$ cat src/rtl/timer_pkg.sv
// timer_pkg: shared state encoding and default sizing for timer_shift_count
package timer_pkg;
    typedef enum logic [1:0] {
        IDLE  = 2'd0,
        SHIFT = 2'd1,
        COUNT = 2'd2,
        DONE  = 2'd3
    } state_t;
    localparam int DELAY_W_DEF         = 4;
    localparam int CYCLES_PER_UNIT_DEF = 1000;
endpackage

$ cat src/rtl/timer_shift_count_unit_prescaler.sv
// unit_prescaler: mod-CYCLES_PER_UNIT counter with a one-cycle tick at terminal count
module unit_prescaler #(
    parameter int CYCLES_PER_UNIT = 1000
) (
    input  logic clk,
    input  logic reset,
    input  logic clear,
    input  logic enable,
    output logic tick
);
    localparam int CNT_W = $clog2(CYCLES_PER_UNIT);
    localparam logic [CNT_W-1:0] LAST = CNT_W'(CYCLES_PER_UNIT - 1);
    logic [CNT_W-1:0] r_cnt;
    assign tick = enable && r_cnt == LAST;
    always_ff @(posedge clk) begin
        if (reset || clear) r_cnt <= '0;
        else if (enable) r_cnt <= tick ? '0 : r_cnt + CNT_W'(1);
    end
endmodule

$ cat src/rtl/timer_shift_count.sv
// timer_shift_count: shifts in a delay MSB-first, times (delay+1) units, then holds done until ack.
// Optional TIMER_SHIFT_COUNT_ABORT_EN adds an abort input that cancels SHIFT/COUNT.
module timer_shift_count
    import timer_pkg::*;
#(
    parameter int DELAY_W         = DELAY_W_DEF,
    parameter int CYCLES_PER_UNIT = CYCLES_PER_UNIT_DEF
) (
    input  logic               clk,
    input  logic               reset,
    input  logic               start_shifting,
    input  logic               data,
    input  logic               ack,
`ifdef TIMER_SHIFT_COUNT_ABORT_EN
    input  logic               abort,
`endif
    output logic               counting,
    output logic               done,
    output logic [DELAY_W-1:0] remaining
);
    localparam int BIT_W = $clog2(DELAY_W) + 1;
    state_t             r_state, w_next;
    logic [DELAY_W-2:0] r_shift;
    logic [BIT_W-1:0]   r_bit_cnt;
    logic [DELAY_W-1:0] r_remaining, w_shift;
    logic               w_tick, w_abort, w_last_bit, w_shift_en;
`ifdef TIMER_SHIFT_COUNT_ABORT_EN
    assign w_abort = abort && (r_state == SHIFT || r_state == COUNT);
`else
    assign w_abort = 1'b0;
`endif
    // only the low bits are kept: the bit shifted out the top is never needed
    assign w_shift    = {r_shift, data};
    assign w_last_bit = r_state == SHIFT && r_bit_cnt == BIT_W'(DELAY_W - 1);
    assign w_shift_en = (r_state == IDLE && start_shifting) || r_state == SHIFT;
    unit_prescaler #(.CYCLES_PER_UNIT(CYCLES_PER_UNIT)) u_prescaler (
        .clk    (clk),
        .reset  (reset),
        .clear  (r_state != COUNT || w_abort),
        .enable (r_state == COUNT),
        .tick   (w_tick)
    );
    always_comb begin
        w_next = r_state;
        case (r_state)
            IDLE:  w_next = start_shifting ? SHIFT : IDLE;
            SHIFT: w_next = w_last_bit ? COUNT : SHIFT;
            COUNT: w_next = (w_tick && r_remaining == '0) ? DONE : COUNT;
            DONE:  w_next = ack ? IDLE : DONE;
        endcase
        if (w_abort) w_next = IDLE;
    end
    always_ff @(posedge clk) begin
        if (reset) begin
            r_state     <= IDLE;
            r_shift     <= '0;
            r_bit_cnt   <= '0;
            r_remaining <= '0;
        end else begin
            r_state <= w_next;
            if (w_shift_en) begin
                r_shift   <= w_shift[DELAY_W-2:0];
                r_bit_cnt <= r_state == IDLE ? BIT_W'(1) : r_bit_cnt + BIT_W'(1);
            end
            if (w_abort) r_remaining <= '0;
            else if (w_last_bit) r_remaining <= w_shift;
            else if (r_state == COUNT && w_tick && r_remaining != '0) r_remaining <= r_remaining - DELAY_W'(1);
        end
    end
    assign counting  = r_state == COUNT;
    assign done      = r_state == DONE;
    assign remaining = r_remaining;
endmodule

$ cat config.mk
export PLATFORM = sky130hd
export DESIGN_NAME = timer_shift_count
export DESIGN_NICKNAME = d
export VERILOG_FILES = /design/src/rtl/timer_pkg.sv /design/src/rtl/timer_shift_count_unit_prescaler.sv /design/src/rtl/timer_shift_count.sv
export SDC_FILE = /design/constraint.sdc
export NUM_CORES = 1
export LEC_CHECK = 0
export CAP_MARGIN = 25
export CORE_MARGIN = 8
export CORE_UTILIZATION = 62
export CTS_BUF_LIST = sky130_fd_sc_hd__clkbuf_4
export CTS_CLUSTER_SIZE = 28
export DETAILED_ROUTE_END_ITERATION = 10
export GPL_ROUTABILITY_DRIVEN = 0
export PLACE_DENSITY_LB_ADDON = 0.15
export SYNTH_ARGS = -nofsm -noshare
export SYNTH_HDL_FRONTEND = slang
export SYNTH_SLANG_ARGS = --single-unit
$ cat constraint.sdc
create_clock -name clk -period 4.4 [get_ports clk]
set_input_delay 0.66 -clock clk [delete_from_list [all_inputs] [get_ports clk]]
set_output_delay 0.66 -clock clk [all_outputs]
set_load 0.05 [all_outputs]
[Word-level counts from Yosys, hierarchy flattened]
Cells that the tools add are included.
Operators by class
  $add $sub $neg: 3
  equal/unequal tests: 6
  muxes and demuxes: 9
  reduce and logical (&&, ||, !) cells: 12
Operators with widths (count)
  $add 10x1->10 const B: 1
  $eq 10x10->1 const B: 1
  $mux 10: 1
  $mux 4: 2
  $pmux 2 s4: 1
  $logic_and 1x1->1: 6
  $eq 2x2->1 const B: 2
  $logic_not 4->1: 1
  $mux 2: 2
  $reduce_bool 4->1: 1
  $sub 4x1->4 const B: 1
  $add 3x1->3 const B: 1
  $eq 3x2->1 const B: 1
  $mux 3: 1
  $eq 2x1->1 const B: 1
  $logic_not 2->1: 1
  $logic_or 1x1->1: 2
  $mux 1: 2
  $ne 2x2->1 const B: 1
  $reduce_bool 2->1: 1
Word-level totals
  register bits after elaboration: 22
  word-level logic and storage cells: 35

[Logic depth before layout (Yosys ltp)]
  depth in word-level cells: 6
  gate-level depth with buffers: 6
  mapped depth without buffers: 6

[Modules after synthesis]
From an unflattened synthesis, not the netlist that was laid out.
Second synthesis, totals
  cell total of the unflattened synthesis: 127
  area, all modules: 1119.8 sq um
Modules (own cells, without submodules)
  timer_shift_count: instances 1, cells each 71, area an instance 630.6 sq um, sequential area each 240.2 sq um
  unit_prescaler: instances 1, cells each 56, area an instance 489.2 sq um, sequential area each 200.2 sq um

[Least setup slack after synthesis]
No wires, ideal clock.
  path type: register to register
  start point: register r_state[1]
  end point: register u_prescaler.r_cnt[3]
  setup time: 65 ps
  arrival: 1977 ps
  path slack: 2358 ps
  cell stages (with the launch flop): 7
  cells stage by stage: dfxtp_1 > buf_4 > nor2b_1 > nand2b_1 > or2_2 > clkbuf_1 > nor2_1
On the way
  longest elaborated chain between the ends: 3
  elaborated cells between the ends (all ways): 5
  classes of those cells: eq/ne: 2; mux: 1; reduce/logical: 2
RTL lines
  start, declared: line timer_shift_count.sv:22  | state_t r_state, w_next;
  start signal, assigned: line timer_shift_count.sv:60  | r_state <= w_next;
  $eq 2x2->1 *
  via counting: line timer_shift_count.sv:17  | output logic counting,
  $logic_and 1x1->1: line timer_shift_count_unit_prescaler.sv:14  | assign tick = enable && r_cnt == LAST;
  $mux 10: line timer_shift_count_unit_prescaler.sv:17  | else if (enable) r_cnt <= tick ? '0 : r_cnt + CNT_W'(1);
  end signal, assigned: line timer_shift_count_unit_prescaler.sv:17
  end, declared: line timer_shift_count_unit_prescaler.sv:13  | logic [CNT_W-1:0] r_cnt;
Mark *: on every way through the listed nets, which the timed path passes. The rest lies on a longest branch.
A chain may end at the register's enable or synchronous reset.

[Final worst setup path]
  start point: register r_state[1]
  end point: output counting
On the way
  longest elaborated chain between the ends: 1
RTL lines
  $eq 2x2->1: line timer_shift_count.sv:70  | assign counting = r_state == COUNT;
  end, declared: line timer_shift_count.sv:17
No other way between the ends.

==> results.yml <==
logic_synthesis:
  yosys.area_share.xor_xnor_pct: 7.39
  synth_fa_ha_area_share_pct: 5.86
  yosys_warnings: 0
  netlist_area_um2: 1070
  ys_top_cells_by_area: "dfxtp_1, nor2_1, xnor2_1, ha_1, mux2i_1"
  synth_top_family_by_area: "simple AND/OR/NAND/NOR gates"
  synth_simple_gate_area_share_pct: 27.5
  yosysTopAreaCell: "dfxtp_1"
  avgSynthCellArea_um2: 9.04
  synth_compound_area_share_pct: 9.96
  ys_ff_latch: 22
  ys_types: 31
  synth_cells: 118
  synth_mux_area_share_pct: 3.75
  synth_nets: 128
  yosysTopAreaCellShare_pct: 41.3
  synth_seq_area_share_pct: 41.3
die:
  die_h_um: 57.5
  initial_core_util_pct: 63.9
  die_area_um2: 3310
  core_um2: 1670
  rows: 15
  die_w_um: 57.5
  io_pins: 11
final_layout:
  finalNonFillerCells: 145
  layout-drive-gt1-share_pct: 7.03
  n_antenna_cell: 0
  fill_cells: 126
  syn_to_final_growth_pct: 11.7
  layout.nets: 139
  utilization_pct: 71.4
power_and_ir_drop:
  p_int_uw: 248
  p_sw_share_pct: 22.8
  seqPwrFrac_pct: 64.6
  p_comb_share_pct: 7.1
  p_clk_share_pct: 28.3
  power_uw: 321
  p_leak_uw: 0.000410
  pwr_density_cell_nw_per_um2: 269
  p_sw_uw: 72.9
  ir_worst_vdd_mv: 0.286
setup_path:
  cp-start-kind: "flip-flop"
  crit_path_end_kind: "primary output"
  crit_fanout: 9
  worst_r2r_path_depth: 4
  worstPathArrival_ns: 1.98
  critPathRequiredTime_ns: 3.74
  reg2reg_from: "u_prescaler.r_cnt[2]"
  crit_type: "flip-flop to primary output"
  crit_start: "r_state[1]"
clock_network:
  clk_latency_ns: 0.30
  cts_tree: "yes"
  clockBufferDepth: 2
  cts_setup_buffers: 0
  cts-htree-levels: 1
  hold_buffers: 0
  clkTransAtPathRegs_ns: 0.12
  cts-root-buf: "clkbuf_4"
  cts_resized: 0
  cts_buffers: 3
  cts.sinks: 22
timing:
  max-slew-margin-rel_pct: 62.4
  fin_skew_ns: 0.00750
  finalMaxSlewViolations: 0
  rsz0062_at_grt: "no"
  max_freq_ghz: 0.379
  period_needed_ns: 2.64
  period_share_pct: 59.9
  setup_viol: 0
  hold_viol: 0
  worst_slew_pin_slew_ns: 0.564
  layout_setup_ws_ns: 1.76
  tns_ns: 0
grt:
  antenna_found_initial: 0
  grt.total_usage_pct: 12.3
  grt_overflow: 0
  grt_max_degree: 16
  grt_pass1_wl_um: 3240
  grt_pass1_vias: 789
detailed_routing:
  drtIter0Drc: 15
  drt_wl_total_um: 1830
  post_drt_wl_per_cell_um: 12.6
  ant_nets: 0
  first_pass_iters: 4
  drc: 0
  vias: 828
  viasPerCell: 5.71
worst_hold_path:
  hp-class: "flip-flop to flip-flop"
  min-delay-start: "u_prescaler.r_cnt[0]"
  min_path_cells: 1
placed_design:
  dp_slack_ns: 2.09
  dp_hpwl_um: 1410
  dp_cells: 141
  port_buffers: 10
job:
  cap_viol_max_count: 0
outcome:
  status: "finished, final reports clean"
registers in the layout (all words and copies together) (netlist names):
name	cells
r_shift	3
r_state	2
remaining	4
r_bit_cnt	3
u_prescaler.r_cnt	10
per-stage QoR:
stage | cell area [µm²] | hold slack, ns
CTS | 1190 | 0.481
global route | 1190 | 0.496
detailed placement | 1170 | 0.454
global placement | 1170 | 0.446
finish | 1190 | 0.483
floorplan | 1070 | 0.430
synthesized netlist by cell type:
| cell type | n |
|---|---|
| or2_2 | 1 |
| nor2b_1 | 3 |
| nand2_1 | 7 |
| a211oi_2 | 1 |
| o21bai_1 | 1 |
| clkbuf_1 | 2 |
| nand3_1 | 3 |
| a21bo_2 | 2 |
| nor4_1 | 1 |
| nand3b_1 | 3 |
| a311oi_1 | 2 |
| nand4_1 | 3 |
| a21oi_1 | 2 |
| or3b_4 | 1 |
| nor3b_1 | 1 |
| and2_1 | 1 |
| xor2_1 | 1 |
| mux2i_1 | 4 |
| xnor2_1 | 8 |
| nor3_1 | 5 |
| buf_4 | 2 |
| inv_1 | 6 |
| a22oi_1 | 3 |
| a211oi_1 | 1 |
| nor2_1 | 21 |
| dfxtp_1 | 22 |
| ha_1 | 5 |
| nor4_4 | 1 |
| o221ai_1 | 1 |
| nand2b_1 | 2 |
| nand4b_1 | 2 |
cells by family (layout without fill, tap and decap cells):
logic type,count (synthesis),count (layout)
fa+ha+maj,5,5
simple gates,55,55
flops,22,22
xor+xnor,9,9
buf+inv,10,20
mux,4,4
compound gates,13,13
power by group through the flow:
stage               sequential (µW)  combinational (µW)  clock (µW)
floorplan                       211                16.7           0
global placement                211                21.9           0
detailed placement              212                22.9           0
CTS                             207                22.9        92.0
global route                    208                25.1         102
finish                          207                22.6        90.8
area by class of cell:
class | instances | area [µm²] | area share (%)
clock inverters | 1 | 3.75 | 0.315
inverters | 6 | 22.5 | 1.89
multi-input cells | 86 | 582 | 48.8
clock buffers | 3 | 22.5 | 1.89
repair buffers | 10 | 100 | 8.39
well taps | 17 | 21.3 | 1.78
flip-flops and latches | 22 | 440 | 36.9
layer usage:
metal	track usage, %	up-vias	part of all wire, %
met5	0	-	0
met4	6.79	0	0.55
met3	2.91	2	3.7
met2	21.5	11	50
met1	13.0	388	46
li1	-	427	-
critical path, cell delays in order, from the launching register on:
cell	delay, ns
dfxtp_1	0.48
nor2b_1	0.33
clkdlybuf4s50_1	0.87
cells in the final DEF, fill, tap and decap left out, drive strengths merged, types with 2 or more instances in the layout:
cell / count
a21oi: 2
nor3: 5
ha: 5
nor4: 2
a21bo: 2
nand4: 3
clkbuf: 3
nand2: 7
nand3b: 3
nand2b: 2
a22oi: 3
nor2b: 3
a211oi: 2
nand4b: 2
nand3: 3
inv: 6
mux2i: 4
nor2: 21
clkdlybuf4s50: 10
xnor2: 8
a311oi: 2
dfxtp: 22
final timing paths:
path	slack, ns	endpoint
setup / recovery	1.76	counting
hold / removal	0.48	u_prescaler.r_cnt[0]
setup reg to reg	2.59	remaining[2]
hold reg to reg	0.48	u_prescaler.r_cnt[0]
Power figures use the tool's default switching activity.
